**config.mk**
```make
export PLATFORM = sky130hd
export DESIGN_NAME = clk_div_prog
export DESIGN_NICKNAME = d
export VERILOG_FILES = /design/src/rtl/clk_div_prog.sv
export SDC_FILE = /design/constraint.sdc
export NUM_CORES = 1
export LEC_CHECK = 0
export BUFFER_PORTS_ARGS = -buffer_cell sky130_fd_sc_hd__buf_4
export CAP_MARGIN = 25
export CORE_MARGIN = 5
export CORE_UTILIZATION = 40
export CTS_CLUSTER_DIAMETER = 40
export DETAILED_ROUTE_END_ITERATION = 6
export PLACE_DENSITY = 0.64
export SLEW_MARGIN = 20
export SYNTH_ARGS = -nofsm -noshare
export SYNTH_HDL_FRONTEND = slang
export SYNTH_SLANG_ARGS = --single-unit
```
**constraint.sdc**
```tcl
create_clock -name clock -period 3.6 [get_ports clock]
set_input_delay 0.72 -clock clock [delete_from_list [all_inputs] [get_ports clock]]
set_output_delay 0.72 -clock clock [all_outputs]
set_load 0.1 [all_outputs]
```
**src/rtl/clk_div_prog.sv**
```systemverilog
// clk_div_prog: runtime-programmable clock divider and enable-tick generator.
//
// A WIDTH-bit counter runs 0..div_cur-1 while enable is high. clk_out is a
// registered compare of the counter against duty_cur. tick is a 1-cycle strobe
// coincident with the counter returning to 0. New divisor/high-time values are
// captured into shadow registers through a load handshake. They take effect
// only at a period boundary, or on the next cycle when the divider is idle, so
// a period is never cut short or stretched.
//
// Optional feature: define CLKDIV_PHASE_EN to add a phase_in port. The port
// value is captured with load, and the counter starts from that value when the
// new configuration is applied.
//
// Ports:
//   clock    in   sole clock, rising edge
//   reset    in   asynchronous active-high reset
//   enable   in   run divider (0 holds the counter at 0)
//   div_in   in   requested divisor, sampled on load
//   duty_in  in   requested high-time, sampled on load
//   phase_in in   requested start count (CLKDIV_PHASE_EN only)
//   load     in   request capture of div_in/duty_in
//   load_ack out  1-cycle pulse when a captured configuration becomes active
//   cfg_err  out  1-cycle pulse when a load is rejected
//   pending  out  a configuration is captured and awaiting application
//   clk_out  out  divided clock, from a flop
//   tick     out  1-cycle strobe once per period
module clk_div_prog #(
  parameter int unsigned WIDTH        = 14,
  parameter int unsigned DIV_DEFAULT  = 2000,
  parameter int unsigned DUTY_DEFAULT = 1000
) (
  input  logic             clock,
  input  logic             reset,
  input  logic             enable,
  input  logic [WIDTH-1:0] div_in,
  input  logic [WIDTH-1:0] duty_in,
`ifdef CLKDIV_PHASE_EN
  input  logic [WIDTH-1:0] phase_in,
`endif
  input  logic             load,
  output logic             load_ack,
  output logic             cfg_err,
  output logic             pending,
  output logic             clk_out,
  output logic             tick
);

  localparam logic [WIDTH-1:0] DIV_RST  = WIDTH'(DIV_DEFAULT);
  localparam logic [WIDTH-1:0] DUTY_RST = WIDTH'(DUTY_DEFAULT);

  logic [WIDTH-1:0] cnt_q, cnt_d;
  logic [WIDTH-1:0] div_cur_q, div_cur_d;
  logic [WIDTH-1:0] duty_cur_q, duty_cur_d;
  logic [WIDTH-1:0] div_sh_q, div_sh_d;
  logic [WIDTH-1:0] duty_sh_q, duty_sh_d;
  logic             pending_q, pending_d;
  logic             clk_out_q, clk_out_d;
  logic             tick_q, tick_d;
  logic             load_ack_q, load_ack_d;
  logic             cfg_err_q, cfg_err_d;
`ifdef CLKDIV_PHASE_EN
  logic [WIDTH-1:0] phase_sh_q, phase_sh_d;
`endif

  logic             boundary_c;
  logic             apply_c;
  logic             load_take_c;
  logic             load_valid_c;
  logic [WIDTH-1:0] start_cnt_c;

  // Period boundary: last count of the current period while running.
  // div_cur is always >= 2, so div_cur-1 never underflows.
  assign boundary_c = enable && (cnt_q == (div_cur_q - WIDTH'(1)));

  // A pending configuration is applied at the boundary, or at once when idle.
  assign apply_c = pending_q && (boundary_c || !enable);

  // Loads are only looked at while no configuration is waiting.
  assign load_take_c = load && !pending_q;

`ifdef CLKDIV_PHASE_EN
  assign load_valid_c = (div_in >= WIDTH'(2)) && (duty_in <= div_in) &&
                        (phase_in < div_in);
  // The phase offset only matters while running; an idle divider stays at 0.
  assign start_cnt_c  = enable ? phase_sh_q : '0;
`else
  assign load_valid_c = (div_in >= WIDTH'(2)) && (duty_in <= div_in);
  assign start_cnt_c  = '0;
`endif

  // Next-state and output computation.
  always_comb begin
    cnt_d      = cnt_q;
    div_cur_d  = div_cur_q;
    duty_cur_d = duty_cur_q;
    div_sh_d   = div_sh_q;
    duty_sh_d  = duty_sh_q;
    pending_d  = pending_q;
    clk_out_d  = 1'b0;
    tick_d     = 1'b0;
    load_ack_d = 1'b0;
    cfg_err_d  = 1'b0;
`ifdef CLKDIV_PHASE_EN
    phase_sh_d = phase_sh_q;
`endif

    // Counter and registered outputs.
    if (enable) begin
      clk_out_d = (cnt_q < duty_cur_q);
      tick_d    = boundary_c;
      cnt_d     = boundary_c ? '0 : cnt_q + WIDTH'(1);
    end else begin
      cnt_d = '0;
    end

    // Configuration switch-over at the period edge.
    if (apply_c) begin
      div_cur_d  = div_sh_q;
      duty_cur_d = duty_sh_q;
      cnt_d      = start_cnt_c;
      pending_d  = 1'b0;
      load_ack_d = 1'b1;
    end

    // Load capture or rejection.
    if (load_take_c) begin
      if (load_valid_c) begin
        div_sh_d  = div_in;
        duty_sh_d = duty_in;
        pending_d = 1'b1;
`ifdef CLKDIV_PHASE_EN
        phase_sh_d = phase_in;
`endif
      end else begin
        cfg_err_d = 1'b1;
      end
    end
  end

  // State registers.
  always_ff @(posedge clock or posedge reset) begin
    if (reset) begin
      cnt_q      <= '0;
      div_cur_q  <= DIV_RST;
      duty_cur_q <= DUTY_RST;
      div_sh_q   <= DIV_RST;
      duty_sh_q  <= DUTY_RST;
      pending_q  <= 1'b0;
      clk_out_q  <= 1'b0;
      tick_q     <= 1'b0;
      load_ack_q <= 1'b0;
      cfg_err_q  <= 1'b0;
`ifdef CLKDIV_PHASE_EN
      phase_sh_q <= '0;
`endif
    end else begin
      cnt_q      <= cnt_d;
      div_cur_q  <= div_cur_d;
      duty_cur_q <= duty_cur_d;
      div_sh_q   <= div_sh_d;
      duty_sh_q  <= duty_sh_d;
      pending_q  <= pending_d;
      clk_out_q  <= clk_out_d;
      tick_q     <= tick_d;
      load_ack_q <= load_ack_d;
      cfg_err_q  <= cfg_err_d;
`ifdef CLKDIV_PHASE_EN
      phase_sh_q <= phase_sh_d;
`endif
    end
  end

  assign load_ack = load_ack_q;
  assign cfg_err  = cfg_err_q;
  assign pending  = pending_q;
  assign clk_out  = clk_out_q;
  assign tick     = tick_q;

endmodule

```
Yosys cells after proc, flatten, opt, wreduce, memory -nomap -nowiden. Index checks and enable logic that the tools add are counted.

Add/sub/neg operators: 2. Order comparisons: 3. Eq/ne operators: 1. Multiplexer cells: 11. Reduce and logical (&&, ||, !) cells: 8.

Operator list (count): $mux W14 (3); $add A14 B1 Y14 const B (1); $eq A14 B14 Y1 (1); $ge A14 B2 Y1 const B (1); $le A14 B14 Y1 (1); $lt A14 B14 Y1 (1); $sub A14 B1 Y14 const B (1); $mux W1 (8); $logic_and A1 B1 Y1 (4); $logic_not A1 Y1 (2); $reduce_and A2 Y1 (1); $logic_or A1 B1 Y1 (1).

Register bits: 75. Input bits: 32. Output and inout bits: 5. Logic and storage cells: 35.

Longest topological paths before layout.
Depth in word-level cells: 8. Depth in mapped cells: 13. Gate-level depth less buffers: 9.

Least setup slack after synthesis. No wires, ideal clock.

Path kind: input -> register. Start: in div_in[1]. End: reg div_sh_q[0]. Setup time: 0.125 ns. Arrival time: 3.091 ns. Data required time: 3.475 ns. Setup slack: 0.384 ns. Cell stages on the path: 11. Buffers on the path: 2. Path through: inv_1 > ha_1 > nor2b_1 > o21a_1 > o21a_1 > o41ai_1 > a31oi_1 > nor4b_1 > clkbuf_1 > buf_2 > mux2_2.

Cells in the longest elaborated chain, start to end: 3. Elaborated cells on any way between the ends: 4. Those cells by class: order compare: 2; reduce/logical: 2.

Ends and longest elaborated chain: start, declared (RTL line 35) `input logic [WIDTH-1:0] div_in,`; $ge A14 B2 Y1 / $le A14 B14 Y1 (equally long branches) (RTL line 87) `assign load_valid_c = (div_in >= WIDTH'(2)) && (duty_in <= div_in);`; $logic_and A1 B1 Y1 * (RTL line 87); $reduce_and A2 Y1 (no line) *; end signal, assigned (RTL line 160) `div_sh_q <= div_sh_d;`; end, declared (RTL line 54) `logic [WIDTH-1:0] div_sh_q, div_sh_d;`.

Every way passes the cells marked *; elsewhere a longest branch is shown, timed or not. A chain may end at the register's enable or synchronous reset.

Worst setup path after layout.
Start: reg div_cur_q[0]. End: reg div_cur_q[13].

Cells in the longest elaborated chain, start to end: 5.

Ends and longest elaborated chain: start, declared (RTL line 52) `logic [WIDTH-1:0] div_cur_q, div_cur_d;`; start signal, assigned (RTL line 158) `div_cur_q <= div_cur_d;`; $sub A14 B1 Y14 (RTL line 73) `assign boundary_c = enable && (cnt_q == (div_cur_q - WIDTH'(1)));`; $eq A14 B14 Y1 (RTL line 73); $logic_and A1 B1 Y1 (RTL line 73); $logic_or A1 B1 Y1 (RTL line 76) `assign apply_c = pending_q && (boundary_c || !enable);`; $logic_and A1 B1 Y1 (RTL line 76).

Every way passes these cells.

==> flow_summary.ini <==
[setup_path]
cp.required_ns = 3.82
start_kind = register
r2r_slack_ns = 0.46
crit_fanout = 28
slowest_stage = or4b_1
crit_family = simple AND/OR/NAND/NOR gates
cp_num_buf_inv = 2
cp_common_cell = nand3_1
path_cells = inv_1, ha_1, or4b_1, or3_1, o211ai_2, o2111ai_2, or4_4, buf_4, nand3_1, nand3_1
max_stage_delay_ns = 0.58
endpoint_kind = register
path_class = reg2reg
arrival_ns = 3.36

[placement]
io_buffer_count = 36
place_ws_ns = 0.358
dpl.cell_count = 632
routabilityCongestion = 0.914
dp_hpwl_um = 8300

[final_layout]
syn2layout_area_growth_pct = 13.8
final_layout_size_suffix_gt1_frac = 0.280
nNetsFinal = 563
n_antenna_cell = 0
instances_no_fill = 650
fill_cells = 1050

[routing]
antenna_left = 0
drt_iter0_drc = 247
num_vias = 3739
totalWireLength_um = 11600
drc = 0
post_drt_wl_per_cell_um = 17.9
vias_per_cell = 5.75
dr.pass1.iters = 4

[clock_network]
cts_root_buffer = clkbuf_16
cts_hold_buf = 0
h-tree-depth = 3
clkLatencyLatePin_ns = 0.34
cts_sinks = 75
cts_setup_buffers = 0
cts_resized = 0
cts.clk_slew.worst_paths_ns = 0.06
cts_buffers = 9
tritoncts = done
clockBufferDepth = 2

[synth]
ys_async_sr_fraction = 1.00
yosysTopAreaCellShare = 0.271
synth_common_cells = 80 x nand3_1, 51 x dfrtp_1, 38 x inv_1
synth_top_area_cell = dfrtp_1
syn_area_per_cell_um2 = 9.94
synthesis.nets = 535
synthTopCellsByArea = dfrtp_1 27%, dfstp_2 13%, nand3_1 8.5%
synth-seq-area-share = 0.405
synth_top_flop_cell = dfrtp_1
syn-cell-area_um2 = 4710
ys_types = 55
ys_warn_count = 0
synth-seq-cells = 75
synth_edf_count = 0
synth_most_common_cell = nand3_1
syn-instance-count = 474

[grt]
grt_usage = 0.171
overflow = 0
antenna_found_initial = 1
grt_pass1_wl_um = 19500
globalRouteMet3Util = 0.0406
grt_use_met1 = 0.243
grt_util_met2 = 0.261
first_global_vias = 3720
grt_max_degree = 76
top_usage_layer = met2

[pwr]
ir_worst_vdd_uv = 467
power_leakage_nw = 2.44
pwr_density_cell_nw_per_um2 = 512
p_total_mw = 2.75

[sta]
hold_viol = 0
clock_skew_ns = 0.0113
worst_slack_ns = 0.457
fmax_ghz = 0.318
setup_violations = 0
period_needed_ns = 3.14
tns_ns = 0
relSlewSlack = 0.644
rsz0062_at_grt = no
worst_slew_pin_slew_ns = 0.529
period_share = 0.873
finalHoldWorstSlack_ns = 0.493
slew_violations = 0

[hold_path]
hp-class = reg2reg

[run_status]
run_status = finished clean

[floorplanning]
dieArea_um2 = 14100
die_w_um = 119
io_pins = 37
die_y_um = 119
start_util = 0.411
rows = 39
coreArea_um2 = 11500

[job]
maxCapViolCount = 0
## layout by cell type, fill, tap and decap left out, drive strengths merged, types with 8 or more instances in the layout
master and instances:
nor2 23, ha 29, buf 45, nor4 8, a22oi 28, xnor2 19
nand3 90, mux2 28, nand4 9, nand2 11, inv 39, dfstp 24
a21oi 11, clkbuf 11, dfrtp 51
## metrics by stage
stage	area, um2	utilization
floorplan	4710	-
global placement	5030	0.439
detailed placement	5030	0.439
CTS	5330	0.464
global route	5360	0.468
finish	5360	0.468
## routing by layer
layer,part of all wire,vias to the layer above,routed length [um]
li1,-,1784,-
met1,0.49,1841,5650
met2,0.45,97,5210
met3,0.050,17,579
met4,0.016,0,184
met5,0,-,0
## worst reg2reg max path: stages, from the launching register on
cell	delay, ns
dfrtp_1	0.46
inv_1	0.09
ha_1	0.24
or4b_1	0.58
or3_1	0.41
o211ai_2	0.09
o2111ai_2	0.19
or4_4	0.47
buf_4	0.27
nand3_1	0.15
nand3_1	0.08
## where the power goes
part | switching, mW | internal, mW | total, mW
Sequential | 0.204 | 1.07 | 1.27
Clock | 0.363 | 0.541 | 0.904
Combinational | 0.286 | 0.284 | 0.570
## kinds of logic after synthesis
family	synth area share
AOI/OAI and AO/OA	0.115
adders and majority gates	0.0770
and+or+nand+nor	0.218
xor gates and xnor gates	0.0483
DFF	0.405
muxes	0.0669
buffers and inverters	0.0701
## sequential cells by signal, summed over array words and instances, names as in the netlist
| name | cells |
|---|---|
| div_sh_q | 14 |
| tick | 1 |
| clk_out | 1 |
| div_cur_q | 14 |
| cfg_err | 1 |
| duty_cur_q | 14 |
| pending | 1 |
| duty_sh_q | 14 |
| cnt_q | 14 |
| load_ack | 1 |
## area by class of cell
cell class / instances / area [um2] / area share
clock buffer: 11 / 233 / 0.0434
sequential: 75 / 1910 / 0.356
timing repair buffer: 45 / 358 / 0.0667
multi-input combinational: 333 / 2480 / 0.463
clock inverter: 5 / 61.3 / 0.0114
inverter: 38 / 143 / 0.0266
tap: 143 / 179 / 0.0334
## path summary, 6_finish.rpt
check,end,cells after the start,from
max,div_cur_q[13],10,div_cur_q[0]
min reg2reg,duty_cur_q[5],2,duty_cur_q[5]
min in group asynchronous,cnt_q[2],3,reset
max in group asynchronous,div_cur_q[10],4,reset
min,duty_cur_q[5],2,duty_cur_q[5]
max reg2reg,div_cur_q[13],10,div_cur_q[0]
No activity file was read; power rests on OpenSTA's default activity.
